File: src/rtl/ds_frame_ctrl_pkg.sv
// Shared constants, types and helpers for the down_scale frame controller.
package ds_ctrl_pkg;

   localparam int unsigned CAMSIZEX = 640;
   localparam int unsigned MW       = 3;
   localparam int unsigned BPP      = 10;
   localparam int unsigned FCW      = 16;
   localparam int unsigned WW       = 3;
   localparam int unsigned CW       = $clog2(CAMSIZEX + 1);
   localparam int unsigned LCW      = 16;
   localparam int unsigned PCW      = 32;

   typedef logic [BPP-1:0] pixel_t;

   typedef enum logic [1:0] {
      ST_IDLE     = 2'd0,
      ST_WAIT_SOF = 2'd1,
      ST_ACTIVE   = 2'd2,
      ST_DRAIN    = 2'd3
   } state_e;

   typedef struct packed {
      logic [MW-1:0] mode;
      logic [WW-1:0] weight;
   } ds_cfg_t;

   // Output pixels per line that down_scale produces for a given mode
   function automatic logic [CW-1:0] exp_width(input logic [MW-1:0] mode);
      return CW'(CAMSIZEX >> mode);
   endfunction

endpackage

File: src/rtl/ds_frame_ctrl_if.sv
// Camera-in, down_scale-out and down_scale-monitor signal bundle.
interface ds_frame_ctrl_if;
   import ds_ctrl_pkg::*;

   logic          i_frame_valid;
   logic          i_line_valid;
   logic          i_pixel_valid;
   logic          ds_frame_valid;
   logic          ds_line_valid;
   logic          ds_pixel_valid;
   logic [MW-1:0] ds_mode;
   logic [WW-1:0] ds_weight;
   logic          mon_frame_valid;
   logic          mon_line_valid;
   logic          mon_pixel_valid;

   modport master (
      input  i_frame_valid, i_line_valid, i_pixel_valid,
      input  mon_frame_valid, mon_line_valid, mon_pixel_valid,
      output ds_frame_valid, ds_line_valid, ds_pixel_valid, ds_mode, ds_weight
   );

   modport slave (
      output i_frame_valid, i_line_valid, i_pixel_valid,
      output mon_frame_valid, mon_line_valid, mon_pixel_valid,
      input  ds_frame_valid, ds_line_valid, ds_pixel_valid, ds_mode, ds_weight
   );

endinterface

File: src/rtl/ds_frame_ctrl_line_checker.sv
// Counts down_scale output pixels per line and flags lines whose width
// differs from the width implied by the active mode (sticky error).
module ds_line_checker
   import ds_ctrl_pkg::*;
(
   input  logic          clk,
   input  logic          rst_n,
   input  logic [MW-1:0] i_mode,
   input  logic          i_line_valid,
   input  logic          i_pixel_valid,
   input  logic          i_err_clr,
   output logic          o_err_width
);

   logic          r_lv_d;
   logic [CW-1:0] r_cnt;
   logic          r_err;
   logic          w_line_end;
   logic          w_mismatch;

   assign w_line_end = ~i_line_valid & r_lv_d;
   assign w_mismatch = w_line_end & (r_cnt != exp_width(i_mode));

   // Saturating per-line pixel counter, cleared at end of line
   always_ff @(posedge clk or negedge rst_n) begin
      if (!rst_n) begin
         r_lv_d <= 1'b0;
         r_cnt  <= '0;
      end else begin
         r_lv_d <= i_line_valid;
         if (w_line_end)
            r_cnt <= '0;
         else if (i_line_valid && i_pixel_valid && !(&r_cnt))
            r_cnt <= r_cnt + CW'(1);
      end
   end

   // A new mismatch outranks a simultaneous clear
   always_ff @(posedge clk or negedge rst_n) begin
      if (!rst_n)
         r_err <= 1'b0;
      else if (w_mismatch)
         r_err <= 1'b1;
      else if (i_err_clr)
         r_err <= 1'b0;
   end

   assign o_err_width = r_err;

endmodule

File: src/rtl/ds_frame_ctrl.sv
// Frame-level sequencer for the down_scale stage: whole-frame gating, between-frame
// config shadowing, completion tracking. DS_STATS_EN adds per-frame line/pixel stats.
module ds_frame_ctrl
   import ds_ctrl_pkg::*;
(
   input  logic             clk,
   input  logic             rst_n,
   input  logic             enable,
   input  logic             cfg_wr,
   input  logic [MW-1:0]    cfg_mode,
   input  logic [WW-1:0]    cfg_weight,
   input  logic             err_clr,
   ds_frame_ctrl_if.master  bus,
   output logic             busy,
   output logic             frame_done,
   output logic [FCW-1:0]   frame_cnt,
`ifdef DS_STATS_EN
   output logic [LCW-1:0]   line_cnt,
   output logic [PCW-1:0]   pix_cnt,
`endif
   output logic             err_width
);

   localparam logic [1:0] S_IDLE     = 2'(ST_IDLE);
   localparam logic [1:0] S_WAIT_SOF = 2'(ST_WAIT_SOF);
   localparam logic [1:0] S_ACTIVE   = 2'(ST_ACTIVE);
   localparam logic [1:0] S_DRAIN    = 2'(ST_DRAIN);

   logic [1:0]     r_state;
   logic [1:0]     w_state_nxt;
   logic           r_fv_d;
   logic           r_gate;
   logic           r_mon_seen;
   ds_cfg_t        r_pend;
   ds_cfg_t        r_act;
   logic           r_busy;
   logic           r_frame_done;
   logic [FCW-1:0] r_frame_cnt;

   logic           w_sof;
   logic           w_fall;
   logic           w_start;
   logic           w_done;
   logic           w_gate;
   logic           w_in_frame;

   assign w_sof      = bus.i_frame_valid & ~r_fv_d;
   assign w_fall     = ~bus.i_frame_valid & r_fv_d;
   assign w_in_frame = (r_state == S_ACTIVE) || (r_state == S_DRAIN);

   // Next-state logic; start/done are single-cycle transition strobes
   always_comb begin
      w_state_nxt = r_state;
      w_start     = 1'b0;
      w_done      = 1'b0;
      case (r_state)
         S_IDLE: begin
            if (enable && !bus.i_frame_valid)
               w_state_nxt = S_WAIT_SOF;
         end
         S_WAIT_SOF: begin
            if (!enable) begin
               w_state_nxt = S_IDLE;
            end else if (w_sof) begin
               w_state_nxt = S_ACTIVE;
               w_start     = 1'b1;
            end
         end
         S_ACTIVE: begin
            if (w_fall)
               w_state_nxt = S_DRAIN;
         end
         S_DRAIN: begin
            if (r_mon_seen && !bus.mon_frame_valid) begin
               w_done      = 1'b1;
               w_state_nxt = enable ? S_WAIT_SOF : S_IDLE;
            end
         end
         default: w_state_nxt = S_IDLE;
      endcase
   end

   always_ff @(posedge clk or negedge rst_n) begin
      if (!rst_n) begin
         r_state      <= S_IDLE;
         r_fv_d       <= 1'b0;
         r_gate       <= 1'b0;
         r_mon_seen   <= 1'b0;
         r_pend       <= '0;
         r_act        <= '0;
         r_busy       <= 1'b0;
         r_frame_done <= 1'b0;
         r_frame_cnt  <= '0;
      end else begin
         r_state <= w_state_nxt;
         r_fv_d  <= bus.i_frame_valid;

         if (w_fall)
            r_gate <= 1'b0;
         else if (w_start)
            r_gate <= 1'b1;

         if (cfg_wr)
            r_pend <= '{mode: cfg_mode, weight: cfg_weight};

         // Active config only tracks pending while no frame is in flight
         if (!w_in_frame)
            r_act <= r_pend;

         if (w_start || w_done)
            r_mon_seen <= 1'b0;
         else if (w_in_frame && bus.mon_frame_valid)
            r_mon_seen <= 1'b1;

         r_busy       <= (w_state_nxt == S_ACTIVE) || (w_state_nxt == S_DRAIN);
         r_frame_done <= w_done;
         if (w_done)
            r_frame_cnt <= r_frame_cnt + FCW'(1);
      end
   end

   // Gate opens in the SOF cycle itself so the first beat of the frame is not lost
   assign w_gate             = r_gate | w_start;
   assign bus.ds_frame_valid = bus.i_frame_valid & w_gate;
   assign bus.ds_line_valid  = bus.i_line_valid  & w_gate;
   assign bus.ds_pixel_valid = bus.i_pixel_valid & w_gate;
   assign bus.ds_mode        = r_act.mode;
   assign bus.ds_weight      = r_act.weight;

   assign busy       = r_busy;
   assign frame_done = r_frame_done;
   assign frame_cnt  = r_frame_cnt;

   ds_line_checker u_line_checker (
      .clk           (clk),
      .rst_n         (rst_n),
      .i_mode        (r_act.mode),
      .i_line_valid  (bus.mon_line_valid),
      .i_pixel_valid (bus.mon_pixel_valid),
      .i_err_clr     (err_clr),
      .o_err_width   (err_width)
   );

`ifdef DS_STATS_EN
   logic           r_mlv_d;
   logic [LCW-1:0] r_line_run;
   logic [LCW-1:0] r_line_cnt;
   logic [PCW-1:0] r_pix_run;
   logic [PCW-1:0] r_pix_cnt;
   logic           w_mline_end;

   assign w_mline_end = ~bus.mon_line_valid & r_mlv_d;

   // Running counts restart at SOF; snapshot includes any event in the done cycle
   always_ff @(posedge clk or negedge rst_n) begin
      if (!rst_n) begin
         r_mlv_d    <= 1'b0;
         r_line_run <= '0;
         r_line_cnt <= '0;
         r_pix_run  <= '0;
         r_pix_cnt  <= '0;
      end else begin
         r_mlv_d <= bus.mon_line_valid;
         if (w_sof) begin
            r_line_run <= '0;
            r_pix_run  <= '0;
         end else begin
            if (w_mline_end)
               r_line_run <= r_line_run + LCW'(1);
            if (bus.mon_pixel_valid)
               r_pix_run <= r_pix_run + PCW'(1);
         end
         if (w_done) begin
            r_line_cnt <= r_line_run + LCW'(w_mline_end);
            r_pix_cnt  <= r_pix_run + PCW'(bus.mon_pixel_valid);
         end
      end
   end

   assign line_cnt = r_line_cnt;
   assign pix_cnt  = r_pix_cnt;
`endif

endmodule

File: src/flat_wrapper.sv
// flat-port wrapper written by rule: the top's interface ports become plain ports
module ds_frame_ctrl_flat import ds_ctrl_pkg::*;
  (clk, rst_n, enable, cfg_wr, cfg_mode, cfg_weight, err_clr, busy, frame_done, frame_cnt, err_width, bus_i_frame_valid, bus_i_line_valid, bus_i_pixel_valid, bus_mon_frame_valid, bus_mon_line_valid, bus_mon_pixel_valid, bus_ds_frame_valid, bus_ds_line_valid, bus_ds_pixel_valid, bus_ds_mode, bus_ds_weight);
  ds_frame_ctrl_if bus_i ();
  input  logic clk;
  input  logic rst_n;
  input  logic enable;
  input  logic cfg_wr;
  input  logic [MW-1:0] cfg_mode;
  input  logic [WW-1:0] cfg_weight;
  input  logic err_clr;
  output logic busy;
  output logic frame_done;
  output logic [FCW-1:0] frame_cnt;
  output logic err_width;
  input wire logic [$bits(bus_i.i_frame_valid)-1:0] bus_i_frame_valid;
  input wire logic [$bits(bus_i.i_line_valid)-1:0] bus_i_line_valid;
  input wire logic [$bits(bus_i.i_pixel_valid)-1:0] bus_i_pixel_valid;
  input wire logic [$bits(bus_i.mon_frame_valid)-1:0] bus_mon_frame_valid;
  input wire logic [$bits(bus_i.mon_line_valid)-1:0] bus_mon_line_valid;
  input wire logic [$bits(bus_i.mon_pixel_valid)-1:0] bus_mon_pixel_valid;
  output wire logic [$bits(bus_i.ds_frame_valid)-1:0] bus_ds_frame_valid;
  output wire logic [$bits(bus_i.ds_line_valid)-1:0] bus_ds_line_valid;
  output wire logic [$bits(bus_i.ds_pixel_valid)-1:0] bus_ds_pixel_valid;
  output wire logic [$bits(bus_i.ds_mode)-1:0] bus_ds_mode;
  output wire logic [$bits(bus_i.ds_weight)-1:0] bus_ds_weight;
  assign bus_i.i_frame_valid = bus_i_frame_valid;
  assign bus_i.i_line_valid = bus_i_line_valid;
  assign bus_i.i_pixel_valid = bus_i_pixel_valid;
  assign bus_i.mon_frame_valid = bus_mon_frame_valid;
  assign bus_i.mon_line_valid = bus_mon_line_valid;
  assign bus_i.mon_pixel_valid = bus_mon_pixel_valid;
  assign bus_ds_frame_valid = bus_i.ds_frame_valid;
  assign bus_ds_line_valid = bus_i.ds_line_valid;
  assign bus_ds_pixel_valid = bus_i.ds_pixel_valid;
  assign bus_ds_mode = bus_i.ds_mode;
  assign bus_ds_weight = bus_i.ds_weight;
  ds_frame_ctrl u_core (.clk(clk), .rst_n(rst_n), .enable(enable), .cfg_wr(cfg_wr), .cfg_mode(cfg_mode), .cfg_weight(cfg_weight), .err_clr(err_clr), .bus(bus_i), .busy(busy), .frame_done(frame_done), .frame_cnt(frame_cnt), .err_width(err_width));
endmodule
File: config.mk
export PLATFORM = sky130hd
export DESIGN_NAME = ds_frame_ctrl_flat
export DESIGN_NICKNAME = d
export VERILOG_FILES = /design/src/rtl/ds_frame_ctrl_pkg.sv /design/src/rtl/ds_frame_ctrl_if.sv /design/src/rtl/ds_frame_ctrl_line_checker.sv /design/src/rtl/ds_frame_ctrl.sv /design/src/flat_wrapper.sv
export SDC_FILE = /design/constraint.sdc
export NUM_CORES = 1
export LEC_CHECK = 0
export BUFFER_PORTS_ARGS = -buffer_cell sky130_fd_sc_hd__buf_2
export CORE_MARGIN = 1.5
export CORE_UTILIZATION = 45
export CTS_BUF_LIST = sky130_fd_sc_hd__clkbuf_4
export DETAILED_ROUTE_END_ITERATION = 8
export GPL_TIMING_DRIVEN = 1
export PLACE_DENSITY = 0.67
export SYNTH_ARGS = -nofsm -noshare
export SYNTH_HDL_FRONTEND = slang
export SYNTH_HIERARCHICAL = 1
export SYNTH_SLANG_ARGS = --single-unit
export TNS_END_PERCENT = 5
File: constraint.sdc
create_clock -name clk -period 1.9 [get_ports clk]
set_input_delay 0.38 -clock clk [delete_from_list [all_inputs] [get_ports clk]]
set_output_delay 0.38 -clock clk [all_outputs]
set_load 0.05 [all_outputs]
======== Word level (Yosys, flattened, before mapping) ========
Index checks and enable logic that the tools add are counted.
operators by class
  $add $sub $neg .......................... 2
  equal/unequal tests ..................... 6
  shift operators ......................... 1
  mux-type cells .......................... 20
  bitwise operators ....................... 11
  reductions and logical operators ........ 17
operators with widths
  operator                                             count
  2-to-1 mux 10 bit                                    2
  adder 16 x 1 -> 16 bit, second input constant        1
  2-to-1 mux 1 bit                                     12
  adder 10 x 1 -> 10 bit, second input constant        1
  2-to-1 mux 2 bit                                     5
  inequality test 10 bit                               1
  AND reduction 10 bit                                 1
  >> shifter 10 x 3 -> 10 bit, first input constant    1
  equality test 2 bit, second input constant           4
  one-hot mux 2 bit (4 select lines)                   1
  nonzero test 2 bit                                   4
  AND 1 bit                                            7
  logical AND 1 bit                                    5
  logical NOT 1 bit                                    3
  logical OR 1 bit                                     3
  NOT 1 bit                                            3
  equality test 2 x 1 -> 1 bit, second input constant  1
  logical NOT 2 bit                                    1
  bitwise OR 1 bit                                     1
storage, ports and cells
  register bits ........................... 47
  input port bits ......................... 17
  output and inout port bits .............. 28
  logic and storage cells ................. 71

======== Logic depth before layout (Yosys ltp) ========
  depth after elaboration ................. 7
  gate-level depth with buffers ........... 6
  depth with buffers taken out ............ 6

======== By module ========
Netlist, hierarchy kept.
modules (own cells, without submodules)
  module           instances  cells an instance  area each (sq um)  sequential area each (sq um)
  ds_frame_ctrl    1          113                1,432.6            850.8
  ds_line_checker  1          93                 784.5              300.3

======== Worst setup path before layout ========
Ideal clock, no wire load.
  kind .................................... reg2out
  start point ............................. register, netlist name u_core/busy
  end point ............................... output port bus_ds_line_valid
  data arrival time ....................... 1.775 ns
  required time ........................... 1.520 ns
  slack ................................... -0.255 ns
  cell stages (with the launch flop) ...... 4
  cells stage by stage .................... dfrtp_1 nor3_1 nor2_1 nor2b_1
RTL lines
  item              RTL line            source
  end: declaration  flat_wrapper.sv:23  output wire logic [$bits(bus_i.ds_line_valid)-1:0] bus_ds_line_valid;

======== Final worst setup path ========
  start point ............................. register u_core.r_fv_d
  end point ............................... output port bus_ds_pixel_valid
between the ends
  word-level cells in the longest chain between the ends .. 7
RTL lines
  item                      RTL line              source
  start: declaration        ds_frame_ctrl.sv:31   logic r_fv_d;
  start signal: assignment  ds_frame_ctrl.sv:96   r_fv_d <= bus.i_frame_valid;
  NOT 1 bit                 ds_frame_ctrl.sv:47   assign w_sof = bus.i_frame_valid & ~r_fv_d;
  AND 1 bit                 ds_frame_ctrl.sv:47
  2-to-1 mux 1 bit          ds_frame_ctrl.sv:64   end else if (w_sof) begin
  2-to-1 mux 1 bit          ds_frame_ctrl.sv:62   if (!enable) begin
  2-to-1 mux 1 bit          ds_frame_ctrl.sv:56   case (r_state)
  bitwise OR 1 bit          ds_frame_ctrl.sv:123  assign w_gate = r_gate | w_start;
  AND 1 bit                 ds_frame_ctrl.sv:126  assign bus.ds_pixel_valid = bus.i_pixel_valid & w_gate;
  end: declaration          flat_wrapper.sv:24    output wire logic [$bits(bus_i.ds_pixel_valid)-1:0] bus_ds_pixel_valid;
Every way passes these cells.

==> flow_metrics.tcl <==
set metrics [dict create \
    period_minus_slack_ns 1.83 \
    irDropWorstVdd_v 0.000586 \
    power.combinational.fraction_pct 36.9 \
    yosysTopAreaCellShare_pct 51.9 \
    synth_top_family_by_area "simple AND/OR/NAND/NOR gates" \
    drt_wl_total_um 4340 \
    max-cap-violations 0 \
    path_max_fanout 4 \
    clk_path_buf_depth 2 \
    drv_slew 0 \
    io_pins 45 \
    timing.fmax_mhz 547 \
    min_path_type "input pin to register" \
    drt_pass1_iterations 4 \
    layout-drive-gt1-share_pct 34.0 \
    async_flop_share_pct 100 \
    rows 25 \
    rsz0062_at_grt "true" \
    grt_antenna_before_repair 0 \
    cp.arrival_ns 1.45 \
    drc 0 \
    setup_viol 0 \
    yosysWarningCount 6 \
    drt-initial-drc-count 118 \
    post-dp-hpwl_um 3150 \
    yosys-top-cells-area "dfrtp_1 52%, xnor2_1 6.3%, mux2_2 6.1%" \
    via_count 1691 \
    crit_type "register to primary output" \
    synth_top_flop_cell "dfrtp_1" \
    fin_nets 280 \
    finalHoldViolCount 0 \
    grt_pass1_wl_um 7250 \
    switching_share_pct 38.8 \
    total_power_mw 2.93 \
    switching_power_mw 1.14 \
    clkTransAtPathRegs_ns 0.12 \
    areaGrowthSynthToFinish_pct 23.0 \
    die_w_um 73.2 \
    status "completed" \
    synthMuxAreaShare_pct 7.00 \
    syn_area_um2 2220 \
    cts_num_sinks 46 \
    overflow 0 \
    first_global_vias 1526 \
    synth-simple-area-share_pct 20.1 \
    grtUsageTotal_pct 17.7 \
    synth_top_cell_by_area "dfrtp_1" \
    port_buffers 44 \
    finalClockSkew_ns 0.0170 \
    finalCritPeriodShare_pct 96.2 \
    power_density_nw_per_um2 1080 \
    finalNonFillerCells 329 \
    synth_seq_cells 46 \
    cts-buffers-inserted 5 \
    cts_tree "done" \
    die_area_um2 5360 \
    synth.yosys.seq_area_share_pct 51.9 \
    root_buffer "clkbuf_4" \
    tightest_slew_ns 0.425 \
    syn_inst 206 \
    end_kind "primary output" \
    wire_per_inst_um 13.2 \
    startpoint_type "register" \
    htreeDepth 2 \
    synth_area_per_cell_um2 10.8 \
    coreArea_um2 4720 \
    insertedDiodeCount 0 \
    postRouteAntennaNets 0 \
    clkPwrFrac_pct 19.5 \
    relSlewSlack_pct 71.7 \
    gp_congestion 0.821 \
    crit_required_ns 1.52 \
    dp_cells 318 \
    synth_edf_count 0 \
    synth-xor-area-share_pct 9.09 \
    grt_max_degree 30 \
    ys_types 47 \
    via_per_inst 5.14 \
    initial_utilization_pct 46.9 \
    synth_fa_ha_area_share_pct 1.13 \
    synth_compound_area_share_pct 7.84 \
    synth.net_count 225 \
    p_leak_nw 1.33 \
    intPower_mw 1.79 \
    power_frac_seq_pct 43.6 \
    fp.dieH_um 73.2 \
    clock_latency_ns 0.34 \
]
## layout by cell type (no fill, tap or decap), types with 7 or more instances in the layout
cell type  instances
buf_2             41
buf_4              9
dfrtp_1           41
mux2_2            12
nand2_1           19
nand3_1            9
nand4_1            8
nor2_1            19
xnor2_1           16
xor2_1             7
## critical path, stage by stage (launching register included)
cell,delay (ns)
dfrtp_1,0.40
nand2b_4,0.15
nor3_4,0.18
nor2_2,0.09
nor2b_2,0.12
buf_6,0.16
## worst paths after layout
check	start	endpoint	slack (ns)	depth (start not counted)
min	bus_i_frame_valid	u_core/r_fv_d	0.20	1
max reg2reg	u_core/u_line_checker/r_cnt[0]	u_core/u_line_checker/r_cnt[9]	0.10	6
min reg2reg	u_core/frame_cnt[15]	u_core/frame_cnt[15]	0.47	1
min in group asynchronous	rst_n	u_core/bus.ds_weight[0]	0.52	2
max	u_core/r_fv_d	bus_ds_pixel_valid	0.07	5
max in group asynchronous	rst_n	u_core/frame_cnt[14]	0.87	3
## Yosys cell counts, drive strengths merged (2+ instances only)
| cell type | count |
|---|---|
| nor2b | 4 |
| ha | 2 |
| o21ai | 4 |
| inv | 6 |
| nor2 | 21 |
| nor4 | 3 |
| mux2i | 2 |
| and3 | 2 |
| clkbuf | 3 |
| nand2b | 3 |
| dfrtp | 46 |
| mux2 | 12 |
| nand2 | 20 |
| xnor2 | 16 |
| xor2 | 7 |
| a22oi | 2 |
| a21oi | 5 |
| o22ai | 2 |
| o211ai | 2 |
| nor3 | 5 |
| nand4 | 8 |
| buf | 3 |
| nand3 | 9 |
## logic make-up (layout without fill, tap and decap cells)
logic type,count (synthesis),count (layout)
buf+inv,14,70
xor+xnor,23,23
mux,14,14
fa+ha+maj,2,2
flops,46,46
compound gates,25,25
simple gates,82,82
## power by group through the flow
| stage | Combinational [mW] | Sequential, mW | Clock [mW] |
|---|---|---|---|
| after floorplan | 0.481 | 1.60 | 0 |
| after global placement | 1.05 | 1.29 | 0 |
| after detailed placement | 1.06 | 1.29 | 0 |
| after CTS | 1.07 | 1.28 | 0.600 |
| after global routing | 1.17 | 1.30 | 0.641 |
| final | 1.08 | 1.28 | 0.572 |
## area by class of cell
| class | instances | area (um^2) |
|---|---|---|
| Timing Repair Buffer | 55 | 337 |
| Multi-Input combinational cell | 146 | 1040 |
| Sequential cell | 46 | 1160 |
| Fill cell | 411 | 2000 |
| Clock buffer | 6 | 45.0 |
| Tap cell | 67 | 83.8 |
| Inverter | 7 | 27.5 |
| Clock inverter | 2 | 33.8 |
## per-layer routing
layer	GRT usage, %	up-vias	part of all wire, %
li1	-	838	-
met3	4.42	4	4.7
met1	25.0	811	48
met4	6.08	0	1.1
met2	26.6	38	46
met5	0	-	0
## registers in the layout (all words and copies together), names as in the netlist
register / count
u_core/u_line_checker/r_lv_d: 1
u_core/r_mon_seen: 1
u_core/bus.ds_weight: 3
u_core/frame_cnt: 16
u_core/u_line_checker/r_cnt: 10
u_core/r_pend: 6
u_core/busy: 1
u_core/frame_done: 1
u_core/u_line_checker/o_err_width: 1
u_core/r_state: 1
u_core/r_gate: 1
u_core/bus.ds_mode: 3
u_core/r_fv_d: 1
## what timing repair did
action	4_1_cts	5_1_grt
buffers inserted	0	2
gates resized for setup	8	5
hold endpoints to repair	17	0
gates cloned	0	0
endpoints found under the setup margin	3	5
hold buffers	1	0
pin swaps	1	2
## through the flow
stage / setup WS (ns) / util (%) / hold WS [ns] / cell area (um^2) / setup TNS (ns)
after floorplan: -0.0331 / - / 0.0844 / 2230 / -0.0806
after global placement: 0.157 / 54.4 / 0.340 / 2570 / 0
after detailed placement: 0.0998 / 54.4 / 0.342 / 2570 / 0
after CTS: 0.0269 / 56.8 / 0.148 / 2680 / 0
after global routing: -0.0189 / 57.7 / 0.160 / 2730 / -0.0432
final: 0.0725 / 57.7 / 0.201 / 2730 / 0
Note: power is estimated with default switching activity, not from simulation.
